==> src/rtl/bin2csd_encoder.sv <==
// Iterative two's-complement to canonical-signed-digit encoder, D digits per clock, LSB first.
// Digit code: 2'b00 = 0, 2'b01 = +1, 2'b10 = -1; digit i carries weight +2^i.
module bin2csd_encoder #(
   parameter int unsigned W = 64,
   parameter int unsigned D = 1
) (
   input  logic                       clk,
   input  logic                       srst_n,
   input  logic                       enable,
   input  logic                       in_valid,
   output logic                       in_ready,
   input  logic [W-1:0]               in_data,
   output logic                       out_valid,
   input  logic                       out_ready,
   output logic [2*W-1:0]             out_csd,
   output logic [$clog2(W+1)-1:0]     out_nzd
);

   localparam int unsigned STEPS = W / D;
   localparam int unsigned CW    = $clog2(STEPS + 1);
   localparam int unsigned NZW   = $clog2(W + 1);
   localparam int unsigned CSW   = 2 * W;

   if (D == 0 || (W % D) != 0) begin : g_bad_d
      $error("bin2csd_encoder: W must be a nonzero multiple of D");
   end

   typedef enum logic [1:0] {IDLE, BUSY, DONE} state_t;

   state_t          state;
   logic [W-1:0]    opnd;
   logic            carry;
   logic [CW-1:0]   cnt;

   logic [2*D-1:0]  dig;
   logic [NZW-1:0]  nz_step;
   logic            carry_nx;
   logic            c;
   logic            x;
   logic            xn;

   // One D-digit slice of the carry recurrence; the operand is kept sign-extended by the
   // arithmetic shift, so opnd[j+1] already supplies x_{i+1} including the x_W = x_{W-1} case.
   always_comb begin
      c       = carry;
      x       = 1'b0;
      xn      = 1'b0;
      dig     = '0;
      nz_step = '0;
      for (int j = 0; j < int'(D); j++) begin
         x  = opnd[j];
         xn = (j + 1 < int'(W)) ? opnd[j + 1] : opnd[W - 1];
         // Nonzero digit iff x_i + c_i is odd; its sign is -1 exactly when a carry leaves.
         if (x ^ c) begin
            dig[2*j +: 2] = xn ? 2'b10 : 2'b01;
            nz_step       = nz_step + NZW'(1);
         end
         c = (x & xn) | (x & c) | (xn & c);
      end
      carry_nx = c;
   end

   always_ff @(posedge clk) begin
      if (!srst_n) begin
         state     <= IDLE;
         in_ready  <= 1'b1;
         out_valid <= 1'b0;
         out_csd   <= '0;
         out_nzd   <= '0;
         opnd      <= '0;
         carry     <= 1'b0;
         cnt       <= '0;
      end else begin
         case (state)
            IDLE: begin
               if (in_valid) begin
                  opnd     <= in_data;
                  carry    <= 1'b0;
                  out_csd  <= '0;
                  out_nzd  <= '0;
                  cnt      <= CW'(STEPS);
                  in_ready <= 1'b0;
                  state    <= BUSY;
               end
            end
            BUSY: begin
               if (enable) begin
                  opnd    <= W'($signed(opnd) >>> D);
                  carry   <= carry_nx;
                  // New digits enter at the top so digit 0 lands at the bottom after STEPS shifts.
                  out_csd <= CSW'({dig, out_csd} >> (2 * D));
                  out_nzd <= out_nzd + nz_step;
                  cnt     <= cnt - CW'(1);
                  if (cnt == CW'(1)) begin
                     out_valid <= 1'b1;
                     state     <= DONE;
                  end
               end
            end
            DONE: begin
               if (out_ready) begin
                  out_valid <= 1'b0;
                  in_ready  <= 1'b1;
                  state     <= IDLE;
               end
            end
            default: begin
               state     <= IDLE;
               in_ready  <= 1'b1;
               out_valid <= 1'b0;
            end
         endcase
      end
   end

endmodule

==> config.mk <==
export PLATFORM = sky130hd
export DESIGN_NAME = bin2csd_encoder
export DESIGN_NICKNAME = d
export VERILOG_FILES = /design/src/rtl/bin2csd_encoder.sv
export SDC_FILE = /design/constraint.sdc
export NUM_CORES = 1
export LEC_CHECK = 0
export ABC_AREA = 1
export CORE_ASPECT_RATIO = 0.75
export CORE_MARGIN = 2
export CORE_UTILIZATION = 35
export CTS_CLUSTER_DIAMETER = 200
export DETAILED_ROUTE_END_ITERATION = 7
export GPL_TIMING_DRIVEN = 0
export HOLD_SLACK_MARGIN = 0.1
export SYNTH_ARGS = -nofsm -noshare
export SYNTH_HDL_FRONTEND = slang
export SYNTH_SLANG_ARGS = --single-unit
==> constraint.sdc <==
create_clock -name clk -period 1.7 [get_ports clk]
set_input_delay 0.51 -clock clk [delete_from_list [all_inputs] [get_ports clk]]
set_output_delay 0.51 -clock clk [all_outputs]
set_load 0.05 [all_outputs]
==> flow_summary.ini <==
[run_status]
run_status = completed

[layout]
post_layout_nonfiller_instances = 1607
area_growth_syn_to_layout_pct = 31.3
antennaDiodeCount = 0
fraction_of_layout_cells_with_a_size_suffix_above_1_pct = 18.2
finish.net_count = 1369
stdcell_area_um2 = 10800

[routing]
routed_via_density = 5.03
drt-total-wl_um = 24500
number_of_iterations_in_the_first_detailed_routing_pass = 5
avgRoutedWirePerCell_um = 15.2
route.detailed.drc = 0
final_antenna_net_count = 0
drt_iter0_markers = 626
total_number_of_vias = 8090

[global_route]
globalRouteMet1Util_pct = 29.0
gr-total-overflow = 0
grt_first_pass_wirelength_um = 39300
gr-usage-met2_pct = 27.2
grt_start_max_net_pins = 14
antenna_found_initial = 0
grt_pass1_vias = 7347
use_met3_pct = 4.95
overall_fraction_of_global_route_tracks_in_use_pct = 19.2
grt-busiest-layer = met1

[floorplanning]
core_region_area_um2 = 23000
fp.dieH_um = 137
ios = 206
fp.dieArea_um2 = 24700
die_width_um = 181
core.rowCount = 48
start_util_pct = 35.7

[timing]
hold_slack_ns = 0.390
setup_viol = 0
maxSlewViolCount = 0
hold_violations = 0
worstMarginPinSlew_ns = 0.746
fin_tns_setup_ns = 0
fmaxAchievable_mhz = 598
finalWorstSetupSlack_ns = 0.0280
max_slew_margin_pct = 50.3
layout_min_cycle_time_ns = 1.67
min_period_over_period_pct = 98.4
clock-skew-final_ns = 0.0122

[pwr]
p_leak_uw = 0.00462
pwr-share-clk_pct = 28.9
net-switching-power_uw = 6390
power.share.combinational_pct = 32.5
p_int_uw = 10100
areal_power_density_over_the_cells_nw_per_um2 = 1530
highest_ir_drop_seen_on_vdd_uv = 795
power.sequential.fraction_pct = 38.6
p_sw_share_pct = 38.8

[clocking]
total_clock_buffers_created_by_cts = 22
clockBufferDepth = 3
clk_transition_reported_paths_ns = 0.06
cts.htree.levels = 1
post-cts-setup-buffers = 0
cts_sinks = 211
insertion_delay_ns = 0.50
cts_tree = done
cts_hold_buf = 0
clock-root-buffer = clkbuf_16

[synth]
avgSynthCellArea_um2 = 7.70
synth_top_cell_by_area = dfxtp_1
mappedNetlistArea_um2 = 8210
synthCells = 1066
synth_warnings = 0
synth_cell_types = 20
synth_top_area_share_pct = 51.5
synth.net_count = 1141
ys_top_cells_by_area = dfxtp_1 (51%), o21ai_0 (12%), a21oi_1 (8.7%)
synth-seq-area-share_pct = 51.5
postSynthRegisterBits = 211

[setup_path]
cp_top_family = flip-flops
timing.critical_path.from_type = register
critPathCaptureType = primary output
cp_slowest_stage_delay_ns = 0.38
critPathKind = register to primary output
cp.arrival_ns = 1.16
critical_path_buf_inv_count = 1
worstPathMaxFanout = 3
worst-endpoint-required_ns = 1.19
cell_chain_critical_path = buf_2
timing.critical_path.slowest_stage_cell = dfxtp_1

[placement]
buffer_ports.inserted = 204
gp_routability_congestion = 0.790
detailed_place.area_um2 = 10600
place_ws_ns = -0.445
detailed_place_hpwl_um = 17000
dp.cells = 1570

[hold_path]
min-delay-path-class = primary input to register

[flow_run]
drv_cap = 0
## path summary, 6_finish.rpt
| path | start | end | slack [ns] | depth (start not counted) |
|---|---|---|---|---|
| worst max-delay path | out_csd[98] | out_csd[98] | 0.03 | 1 |
| worst min-delay path | srst_n | in_ready | 0.39 | 2 |
| worst max register to register | state[1] | out_csd[30] | 0.13 | 8 |
| worst min register to register | opnd[45] | opnd[44] | 0.48 | 2 |
## through the flow
stage / total power (µW) / utilization [%]
2_1_floorplan: 10200 / -
3_3_place_gp: 12100 / 46.2
3_5_place_dp: 12100 / 46.2
4_1_cts: 16500 / 46.4
5_1_grt: 17300 / 46.8
6_report: 16400 / 46.8
## layout by cell type, fill, tap and decap left out, types with 2 or more instances in the layout
cell type        netlist  routed
dfxtp_2                0       3
ha_1                   6       5
clkbuf_8               0       4
clkbuf_16              0      23
clkdlybuf4s50_1        0      67
dfxtp_1              211     208
clkbuf_1              32      38
o21ai_0              203     203
buf_4                  4      12
buf_6                  0       2
inv_2                  2       2
nand2_4                1       2
inv_1                 24      24
buf_2                 56     148
nor2_1               145     145
clkbuf_4               0      35
a31oi_1               64      64
nand4_1                3       3
clkinv_2               0       3
nand2_1              151     151
a21oi_1              142     142
nand3_1               17      17
## what timing repair did
item	CTS	global route
pin swaps	0	1
resized for setup	696	43
setup endpoints to repair	137	76
## synth_stat cells (all sizes together)
library cell	n
clkbuf	33
nand3	17
nor2	146
o21ai	203
a21oi	142
inv	26
ha	6
nor3	1
dfxtp	211
buf	61
nand2	153
a31oi	64
nand4	3
## power groups by stage
stage                     Clock, µW  Sequential (µW)  Combinational (µW)
after floorplan                   0             8030                2140
after global placement            0             6430                5660
after detailed placement          0             6430                5690
after CTS                      4850             6330                5280
after global routing           5030             6460                5840
final                          4760             6340                5330
## metal layers
metal / wire length [µm] / up-vias
met5: 0 / -
met4: 391 / 0
met3: 1740 / 29
met2: 9700 / 214
met1: 12700 / 3749
li1: - / 4098
## layout make-up
| type | count | area (µm²) |
|---|---|---|
| buffer | 94 | 447 |
| tap | 300 | 375 |
| sequential | 211 | 4230 |
| timing repair buffer | 204 | 1470 |
| multi-input combinational | 735 | 3460 |
| clock buffer | 33 | 653 |
| fill | 2339 | 12200 |
| clock inverter | 4 | 45.0 |
| inverter | 26 | 97.6 |
## state kept, by name, indices dropped and copies added (netlist names)
signal and count:
carry 1, in_ready 1, cnt 7, out_nzd 7, out_csd 128, opnd 64
state 2, out_valid 1
## kinds of logic after synthesis
logic type | share of synthesized area (%)
AO/OA/AOI/OAI | 25.9
AND/OR/NAND/NOR | 15.2
flip-flops | 51.5
buffers and inverters | 6.54
adder cells (fa/ha/maj) | 0.915
Power figures use the tool's default switching activity.
